$ cat src/rtl/fetch_controller_if.sv
// Decode-side handshake bundle for fetch_controller: instruction, valid/ready, and redirect requests.
// master = fetch side (drives instr/instr_valid), slave = decode side (drives ready and redirect requests).
interface fetch_controller_if #(
   parameter int TARGET_W = 6
);
   logic [31:0]         instr;
   logic                instr_valid;
   logic                instr_ready;
   logic                jump_req;
   logic [TARGET_W-1:0] jump_target;
   logic                branch_req;
   logic [TARGET_W-1:0] branch_off;

   modport master (
      output instr,
      output instr_valid,
      input  instr_ready,
      input  jump_req,
      input  jump_target,
      input  branch_req,
      input  branch_off
   );

   modport slave (
      input  instr,
      input  instr_valid,
      output instr_ready,
      output jump_req,
      output jump_target,
      output branch_req,
      output branch_off
   );
endinterface

$ cat src/rtl/fetch_controller.sv
// Fetch controller: steps the program counter byte by byte, assembles a 32-bit instr, hands it to decode.
// Ports: clk, rst_n (async low), enable, mem_data in; PC controls update_lsbs/update_msbs/jump/
// jump_destination/branch/branch_offset out; dec = decode handshake (fetch_controller_if.master).
// Optional: define FETCH_PERF_CNT_EN to add retired_cnt[15:0], a wrapping count of accepted instructions.
module fetch_controller #(
   parameter bit BIG_ENDIAN = 1'b1,
   parameter int TARGET_W   = 6
) (
   input  logic                clk,
   input  logic                rst_n,
   input  logic                enable,
   input  logic [7:0]          mem_data,
   output logic                update_lsbs,
   output logic                update_msbs,
   output logic                jump,
   output logic [TARGET_W-1:0] jump_destination,
   output logic                branch,
   output logic [TARGET_W-1:0] branch_offset,
   fetch_controller_if.master  dec
`ifdef FETCH_PERF_CNT_EN
   ,
   output logic [15:0]         retired_cnt
`endif
);

   typedef enum logic [1:0] {
      IDLE,
      FETCH,
      VALID,
      ADVANCE
   } state_t;

   state_t     state;
   logic [1:0] byte_cnt;
   logic [1:0] slot;
   logic       hs;

   // Byte order: big-endian puts byte 0 in the top lane.
   always_comb begin
      slot = byte_cnt;
      if (BIG_ENDIAN)
         slot = ~byte_cnt;
   end

   assign hs = dec.instr_valid & dec.instr_ready;

   // byte_cnt advances only while update_lsbs is high, exactly as the
   // PC byte index does, so the two can never drift apart.
   always_ff @(posedge clk or negedge rst_n) begin
      if (!rst_n) begin
         state            <= IDLE;
         byte_cnt         <= 2'd0;
         dec.instr        <= 32'd0;
         dec.instr_valid  <= 1'b0;
         update_lsbs      <= 1'b0;
         update_msbs      <= 1'b0;
         jump             <= 1'b0;
         branch           <= 1'b0;
         jump_destination <= '0;
         branch_offset    <= '0;
`ifdef FETCH_PERF_CNT_EN
         retired_cnt      <= 16'd0;
`endif
      end else begin
         update_msbs <= 1'b0;
         jump        <= 1'b0;
         branch      <= 1'b0;
         unique case (state)
            IDLE: begin
               if (enable) begin
                  state       <= FETCH;
                  update_lsbs <= 1'b1;
               end
            end
            FETCH: begin
               if (update_lsbs) begin
                  dec.instr[{slot, 3'b000} +: 8] <= mem_data;
                  byte_cnt <= byte_cnt + 2'd1;
                  if (byte_cnt == 2'd3) begin
                     state           <= VALID;
                     update_lsbs     <= 1'b0;
                     dec.instr_valid <= 1'b1;
                  end else begin
                     update_lsbs <= enable;
                  end
               end else begin
                  update_lsbs <= enable;
               end
            end
            VALID: begin
               if (hs) begin
                  state           <= ADVANCE;
                  dec.instr_valid <= 1'b0;
                  if (dec.jump_req) begin
                     jump             <= 1'b1;
                     jump_destination <= dec.jump_target;
                  end else if (dec.branch_req) begin
                     branch        <= 1'b1;
                     branch_offset <= dec.branch_off;
                  end else begin
                     update_msbs <= 1'b1;
                  end
`ifdef FETCH_PERF_CNT_EN
                  retired_cnt <= retired_cnt + 16'd1;
`endif
               end
            end
            ADVANCE: begin
               update_lsbs <= enable;
               if (enable)
                  state <= FETCH;
               else
                  state <= IDLE;
            end
         endcase
      end
   end

endmodule

$ cat src/flat_wrapper.sv
// flat-port wrapper written by rule: the top's interface ports become plain ports
module fetch_controller_flat 
#(
   parameter bit BIG_ENDIAN = 1'b1,
   parameter int TARGET_W   = 6
)
  (clk, rst_n, enable, mem_data, update_lsbs, update_msbs, jump, jump_destination, branch, branch_offset, dec_instr, dec_instr_valid, dec_instr_ready, dec_jump_req, dec_jump_target, dec_branch_req, dec_branch_off);
  fetch_controller_if #(.TARGET_W(TARGET_W)) dec_i ();
  input  logic clk;
  input  logic rst_n;
  input  logic enable;
  input  logic [7:0] mem_data;
  output logic update_lsbs;
  output logic update_msbs;
  output logic jump;
  output logic [TARGET_W-1:0] jump_destination;
  output logic branch;
  output logic [TARGET_W-1:0] branch_offset;
  output wire logic [$bits(dec_i.instr)-1:0] dec_instr;
  output wire logic [$bits(dec_i.instr_valid)-1:0] dec_instr_valid;
  input wire logic [$bits(dec_i.instr_ready)-1:0] dec_instr_ready;
  input wire logic [$bits(dec_i.jump_req)-1:0] dec_jump_req;
  input wire logic [$bits(dec_i.jump_target)-1:0] dec_jump_target;
  input wire logic [$bits(dec_i.branch_req)-1:0] dec_branch_req;
  input wire logic [$bits(dec_i.branch_off)-1:0] dec_branch_off;
  assign dec_instr = dec_i.instr;
  assign dec_instr_valid = dec_i.instr_valid;
  assign dec_i.instr_ready = dec_instr_ready;
  assign dec_i.jump_req = dec_jump_req;
  assign dec_i.jump_target = dec_jump_target;
  assign dec_i.branch_req = dec_branch_req;
  assign dec_i.branch_off = dec_branch_off;
  fetch_controller #(.BIG_ENDIAN(BIG_ENDIAN), .TARGET_W(TARGET_W)) u_core (.clk(clk), .rst_n(rst_n), .enable(enable), .mem_data(mem_data), .update_lsbs(update_lsbs), .update_msbs(update_msbs), .jump(jump), .jump_destination(jump_destination), .branch(branch), .branch_offset(branch_offset), .dec(dec_i));
endmodule
$ cat config.mk
export PLATFORM = sky130hd
export DESIGN_NAME = fetch_controller_flat
export DESIGN_NICKNAME = d
export VERILOG_FILES = /design/src/rtl/fetch_controller_if.sv /design/src/rtl/fetch_controller.sv /design/src/flat_wrapper.sv
export SDC_FILE = /design/constraint.sdc
export NUM_CORES = 1
export LEC_CHECK = 0
export CAP_MARGIN = 20
export CELL_PAD_IN_SITES_DETAIL_PLACEMENT = 1
export CELL_PAD_IN_SITES_GLOBAL_PLACEMENT = 2
export CORE_MARGIN = 4
export CORE_UTILIZATION = 31
export CTS_BUF_LIST = sky130_fd_sc_hd__clkbuf_2 sky130_fd_sc_hd__clkbuf_4 sky130_fd_sc_hd__clkbuf_8
export DETAILED_ROUTE_END_ITERATION = 10
export PLACE_DENSITY_LB_ADDON = 0.1
export SLEW_MARGIN = 10
export SYNTH_ARGS = -nofsm -noshare
export SYNTH_HDL_FRONTEND = slang
export SYNTH_SLANG_ARGS = --single-unit
$ cat constraint.sdc
create_clock -name clk -period 2.46 [get_ports clk]
set_input_delay 0.492 -clock clk [delete_from_list [all_inputs] [get_ports clk]]
set_output_delay 0.492 -clock clk [all_outputs]
set_load 0.005 [all_outputs]
==> flow_metrics.tcl, run 1 <==
set metrics [dict create \
    worst_slew_pin_slew_ns 0.6746 \
    clk_latency_ns 0.30 \
    cp-startpoint "u_core.byte_cnt[0]$_DFFE_PN0P_" \
    p_leak_nw 1.442 \
    worst_slack_ns 0.4027 \
    tritoncts "yes" \
    grt.busiest_layer "met2" \
    synth_seq_cells 53 \
    synthTopCellsByCount "dfrtp_1 (53), a22o_1 (32), ha_1 (11), mux2_2 (8), inv_1 (7)" \
    clockRootBuffer "clkbuf_8" \
    drv_cap 0 \
    numPortBuffers 74 \
    cts_setup_buffers 0 \
    layout.nets 273 \
    synth.most_common_cell "dfrtp_1" \
    required_ns 2.70 \
    clock_skew_ns 0.01173 \
    hpwl_microns 4415 \
    slew_violations 0 \
    first_pass_iters 4 \
    pin_count 75 \
    row_count 30 \
    antenna_found_initial 0 \
    slowest_stage "dfrtp_1" \
    grt_max_degree 54 \
    core_sq_um 6907 \
    grt_use_met2_pct 22.44 \
    grt_overflow 0 \
    grt_first_pass_wirelength_microns 9880 \
    max_stage_delay_ns 0.55 \
    crit_path_start_kind "flop" \
    vdd_drop_max_uv 497.5 \
    crit_chain "inv_1, ha_1, nand2_1, nor4_4, a22o_1" \
    die_area_sq_um 8666 \
    clock.fmax_mhz 486.1 \
    hold_buffers 0 \
    worstSetupPathType "flop to flop" \
    synth_fp_nets 193 \
    start_util_pct 32.50 \
    ant_nets 0 \
    cts_resized 0 \
    period_share_pct 83.63 \
    synth_edf_count 0 \
    numCtsBuffers 5 \
    cp_top_family "simple AND/OR/NAND/NOR gates" \
    path_depth 5 \
    hold_path.class "input pin to asynchronous set/reset pin" \
    met1_usage_pct 20.40 \
    synth_top_area_share_pct 59.09 \
    crit_fanout 10 \
    rsz0062_at_grt "no" \
    drt_iter0_drc 58 \
    via_count 1603 \
    n_antenna_cell 0 \
    r2r_start "u_core.byte_cnt[0]$_DFFE_PN0P_" \
    die_w_microns 93.09 \
    grt_pass1_vias 1742 \
    synth_area_leaders "dfrtp_1 (59%), a22o_1 (12%), ha_1 (6.1%)" \
    clock_path_buffers 2 \
    crit_path_end_kind "flop" \
    drt_drc_violations_left 0 \
    synth.avg_cell_area_sq_um 14.39 \
    arrival_ns 2.30 \
    finalSetupViolations 0 \
    grtUsageTotal_pct 14.39 \
    power_density_nw_per_um2 1135 \
    dp_slack_ns 0.2649 \
    area_growth_pct 43.14 \
    clock_sinks 53 \
    clk_pin_slew_ns 0.10 \
    ys_warn_count 0 \
    crit_buf_inv 1 \
    grtUsageMet3_pct 3.540 \
    synth_ff_type "dfrtp_1" \
    async_flop_share_pct 100.0 \
    hold_viol_final 0 \
    via_per_inst 4.814 \
    status "finished clean" \
    r2r_cells 5 \
    wl_per_cell_microns 17.68 \
    max_slew_margin_pct 55.03 \
    ys_seq_area_share_pct 59.09 \
    finalCriticalPeriod_ns 2.057 \
    synthCells 156 \
    yosysTopAreaCell "dfrtp_1" \
    setup-tns-final_ns 0 \
    gp_congestion 0.7721 \
    synth_cell_type_count 32 \
    drive_gt1_share_pct 13.92 \
    syn_area_sq_um 2245 \
    drt_wl_total_microns 5887 \
    die_y_microns 93.09 \
    h-tree-depth 2 \
]
layout make-up:
cell class              instances  area, sq um
clock buffers                   6        76.32
inverters                       7        26.28
repair buffers                 77        758.2
well taps                      96        120.1
fillers                       729         3694
flip-flops and latches         53         1326
multi-input cells              92        867.1
clock inverters                 2        38.79
flip-flops by register name, summed over array words and instances (netlist names):
signal and flops:
u_core.state 2, u_core.dec.instr_valid 1, u_core.branch_offset 6, u_core.branch 1, u_core.dec.instr 32, u_core.jump 1
u_core.jump_destination 6, u_core.byte_cnt 2, u_core.update_lsbs 1, u_core.update_msbs 1
power breakdown:
group	switching [mW]	internal, mW	leakage (nW)
combinational	0.615	0.973	0.687
clock	0.283	0.317	0.0588
sequential	0.257	1.20	0.696
cell families (layout without fill, tap and decap cells):
logic type | Yosys count | count (layout) | synth area share (%)
buffers and inverters | 11 | 92 | 2.285
and+or+nand+nor | 24 | 24 | 8.362
DFF | 53 | 53 | 59.09
muxes | 14 | 14 | 8.027
AOI/OAI and AO/OA | 42 | 42 | 15.72
xor gates and xnor gates | 1 | 1 | 0.3903
adders and majority gates | 11 | 11 | 6.131
routing by layer:
layer / vias to the layer above / wire (microns)
li1: 741 / -
met1: 822 / 2754
met2: 36 / 2797
met3: 4 / 294
met4: 0 / 42
met5: - / 0
cells in the final DEF, fill, tap and decap left out, drive strengths merged:
cell / Yosys / layout
nand3: 6 / 6
nor3: 3 / 3
nand2: 3 / 3
o21ai: 2 / 2
inv: 7 / 7
xnor2: 1 / 1
nor4: 2 / 2
nor2b: 1 / 1
clkdlybuf4s50: 0 / 73
a22o: 32 / 32
bufinv: 0 / 1
and2: 1 / 1
a2bb2oi: 1 / 1
nand4: 1 / 1
clkinv: 0 / 1
buf: 3 / 4
a211oi: 2 / 2
nor2: 3 / 3
clkbuf: 1 / 6
dfrtp: 53 / 53
ha: 11 / 11
a21boi: 2 / 2
and4bb: 1 / 1
nor4b: 2 / 2
o31ai: 1 / 1
a21o: 1 / 1
mux2: 14 / 14
or3b: 1 / 1
a2111oi: 1 / 1
final timing paths:
check,endpoint,slack [ns]
worst max-delay path,u_core.dec.instr[17]$_DFFE_PN0P_,0.40
worst min-delay path,u_core.dec.instr[13]$_DFFE_PN0P_,0.30
worst max register to register,u_core.dec.instr[17]$_DFFE_PN0P_,0.40
worst min register to register,u_core.dec.instr[22]$_DFFE_PN0P_,0.51
max in group asynchronous,u_core.jump_destination[5]$_DFFE_PN0P_,1.70
min in group clk,u_core.dec.instr[22]$_DFFE_PN0P_,0.51
per-stage QoR:
step | instance area (sq um) | hold WS [ns] | utilization (%) | std cells | total power, mW
3_5_place_dp | 3098 | 0.4924 | 44.86 | 325 | 3.093
3_3_place_gp | 3098 | 0.4880 | 44.86 | 325 | 3.004
2_1_floorplan | 2245 | 0.1964 | - | 156 | 2.203
6_report | 3213 | 0.2985 | 46.52 | 333 | 3.646
4_1_cts | 3213 | 0.3227 | 46.52 | 333 | 3.705
5_1_grt | 3213 | 0.3518 | 46.52 | 333 | 3.909
(Power assumes the default switching activity.)
==> inputs of run 2 (changes only) <==
--- a/config.mk
+++ b/config.mk
@@ -9,7 +9,7 @@
 export CELL_PAD_IN_SITES_DETAIL_PLACEMENT = 1
 export CELL_PAD_IN_SITES_GLOBAL_PLACEMENT = 2
 export CORE_MARGIN = 4
-export CORE_UTILIZATION = 31
+export CORE_UTILIZATION = 28
 export CTS_BUF_LIST = sky130_fd_sc_hd__clkbuf_2 sky130_fd_sc_hd__clkbuf_4 sky130_fd_sc_hd__clkbuf_8
 export DETAILED_ROUTE_END_ITERATION = 10
 export PLACE_DENSITY_LB_ADDON = 0.1
==> constraint.sdc (replaced) <==
create_clock -name clk -period 1.8 [get_ports clk]
set_input_delay 0.36 -clock clk [delete_from_list [all_inputs] [get_ports clk]]
set_output_delay 0.36 -clock clk [all_outputs]
set_load 0.005 [all_outputs]
==> flow_metrics.tcl, run 2 (same netlist as run 1, synthesis figures left out) <==
set metrics [dict create \
    crit_fanout 4 \
    drt_iter0_drc 13 \
    status "finished clean" \
    layout_common_cells "clkdlybuf4s50_1 (73), dfrtp_1 (52), a22o_1 (32), buf_4 (21)" \
    grt_overflow 0 \
    drt_drc_violations_left 0 \
    drt_wl_total_microns 6301 \
    dp_slack_ns -0.1582 \
    worst_slew_pin_slew_ns 0.5113 \
    placedCellCount 349 \
    power_density_nw_per_um2 1511 \
    ant_nets 0 \
    grt_pass1_vias 1914 \
    numPortBuffers 74 \
    cp_top_family "flip-flops" \
    crit_path_end_kind "flop" \
    h-tree-depth 2 \
    n_antenna_cell 0 \
    crit_buf_inv 2 \
    grtUsageTotal_pct 13.73 \
    via_count 1710 \
    period_share_pct 94.61 \
    start_util_pct 28.90 \
    first_pass_iters 4 \
    die_area_sq_um 9513 \
    drv_cap 0 \
    arrival_ns 1.90 \
    clk_latency_ns 0.30 \
    hpwl_microns 4960 \
    die_w_microns 97.54 \
    layout.nets 293 \
    total_power_mw 5.143 \
    hold_path.class "input pin to asynchronous set/reset pin" \
    dpl_cell_area_sq_um 3253 \
    grt_max_degree 22 \
    setup-tns-final_ns 0 \
    required_ns 1.99 \
    slowest_stage "dfrtp_1" \
    rsz0062_at_grt "yes" \
    via_per_inst 4.763 \
    slew_violations 0 \
    clock_skew_ns 0.004461 \
    numCtsBuffers 5 \
    top_regs "u_core.dec.instr x32, u_core.branch_offset x6, u_core.jump_destination x6" \
    final_util_pct 43.83 \
    finalCriticalPeriod_ns 1.703 \
    wl_per_cell_microns 17.55 \
    hold_slack_ns 0.01386 \
    row_count 32 \
    vdd_drop_max_uv 693.7 \
    max_slew_margin_pct 65.91 \
    antenna_found_initial 0 \
    crit_chain "inv_2, buf_4, ha_1, nor2b_1, a211oi_1, mux2_2" \
    worstSetupPathType "flop to flop" \
    area_growth_pct 51.67 \
    die_y_microns 97.54 \
    core_sq_um 7767 \
    largest_register_ffs 32 \
    max_stage_delay_ns 0.41 \
    p_leak_nw 1.524 \
    clockRootBuffer "clkbuf_8" \
    grt_first_pass_wirelength_microns 10540 \
    tritoncts "yes" \
    drive_gt1_share_pct 23.35 \
    regMostFlops "u_core.dec.instr" \
    pin_count 75 \
    final_cells 359 \
    gp_congestion 0.8411 \
    hold_viol_final 0 \
    clock_path_buffers 2 \
    finalSetupViolations 0 \
    worst_slack_ns 0.09710 \
    fin_area_sq_um 3405 \
    clk_pin_slew_ns 0.10 \
    clock_sinks 53 \
    hold_buffers 0 \
    clock.fmax_mhz 587.2 \
    layout_commonest_cell "clkdlybuf4s50_1" \
    crit_path_start_kind "flop" \
]
run 2: worst paths after layout:
path / startpoint / to / cells past startpoint / slack, ns
setup / recovery: u_core.state[0]$_DFFE_PN0P_ / u_core.state[1]$_DFFE_PN0P_ / 6 / 0.1
hold / removal: rst_n / u_core.dec.instr[25]$_DFFE_PN0P_ / 1 / 0.01
setup reg to reg: u_core.state[0]$_DFFE_PN0P_ / u_core.state[1]$_DFFE_PN0P_ / 6 / 0.1
hold reg to reg: u_core.dec.instr[28]$_DFFE_PN0P_ / u_core.dec.instr[28]$_DFFE_PN0P_ / 1 / 0.51
max in group asynchronous: rst_n / u_core.branch_offset[3]$_DFFE_PN0P_ / 2 / 1.22
min in group clk: u_core.dec.instr[28]$_DFFE_PN0P_ / u_core.dec.instr[28]$_DFFE_PN0P_ / 1 / 0.51
run 2: cell type report:
class / instances / area [sq um]
Timing Repair Buffer: 97 / 924.6
Inverter: 7 / 26.28
Clock buffer: 6 / 76.32
Multi-Input combinational cell: 92 / 907.1
Clock inverter: 2 / 15.01
Tap cell: 102 / 127.6
Fill cell: 831 / 4363
Sequential cell: 53 / 1328
run 2: timing repair:
action	4_1_cts	5_1_grt
gates resized for setup	3	8
endpoints found under the hold margin	0	0
endpoints found under the setup margin	26	28
buffers inserted	1	1
run 2: worst reg2reg max path, cell delays in order, from the launching register on:
cell	delay [ns]
dfrtp_1	0.41
inv_2	0.08
buf_4	0.15
ha_1	0.19
nor2b_1	0.14
a211oi_1	0.26
mux2_2	0.38
run 2: power by group:
part / internal (mW) / total (mW) / switching (mW) / leakage [nW]
combinational: 1.54 / 2.48 / 0.935 / 0.788
clock: 0.290 / 0.690 / 0.399 / 0.0408
sequential: 1.64 / 1.98 / 0.334 / 0.695
run 2: metal layers:
layer	share of wire, %	track usage, %	up-vias
met5	0	0	-
met4	0.67	2.875	0
met3	4.0	3.230	4
met2	49	22.30	41
met1	46	18.72	882
li1	-	-	783
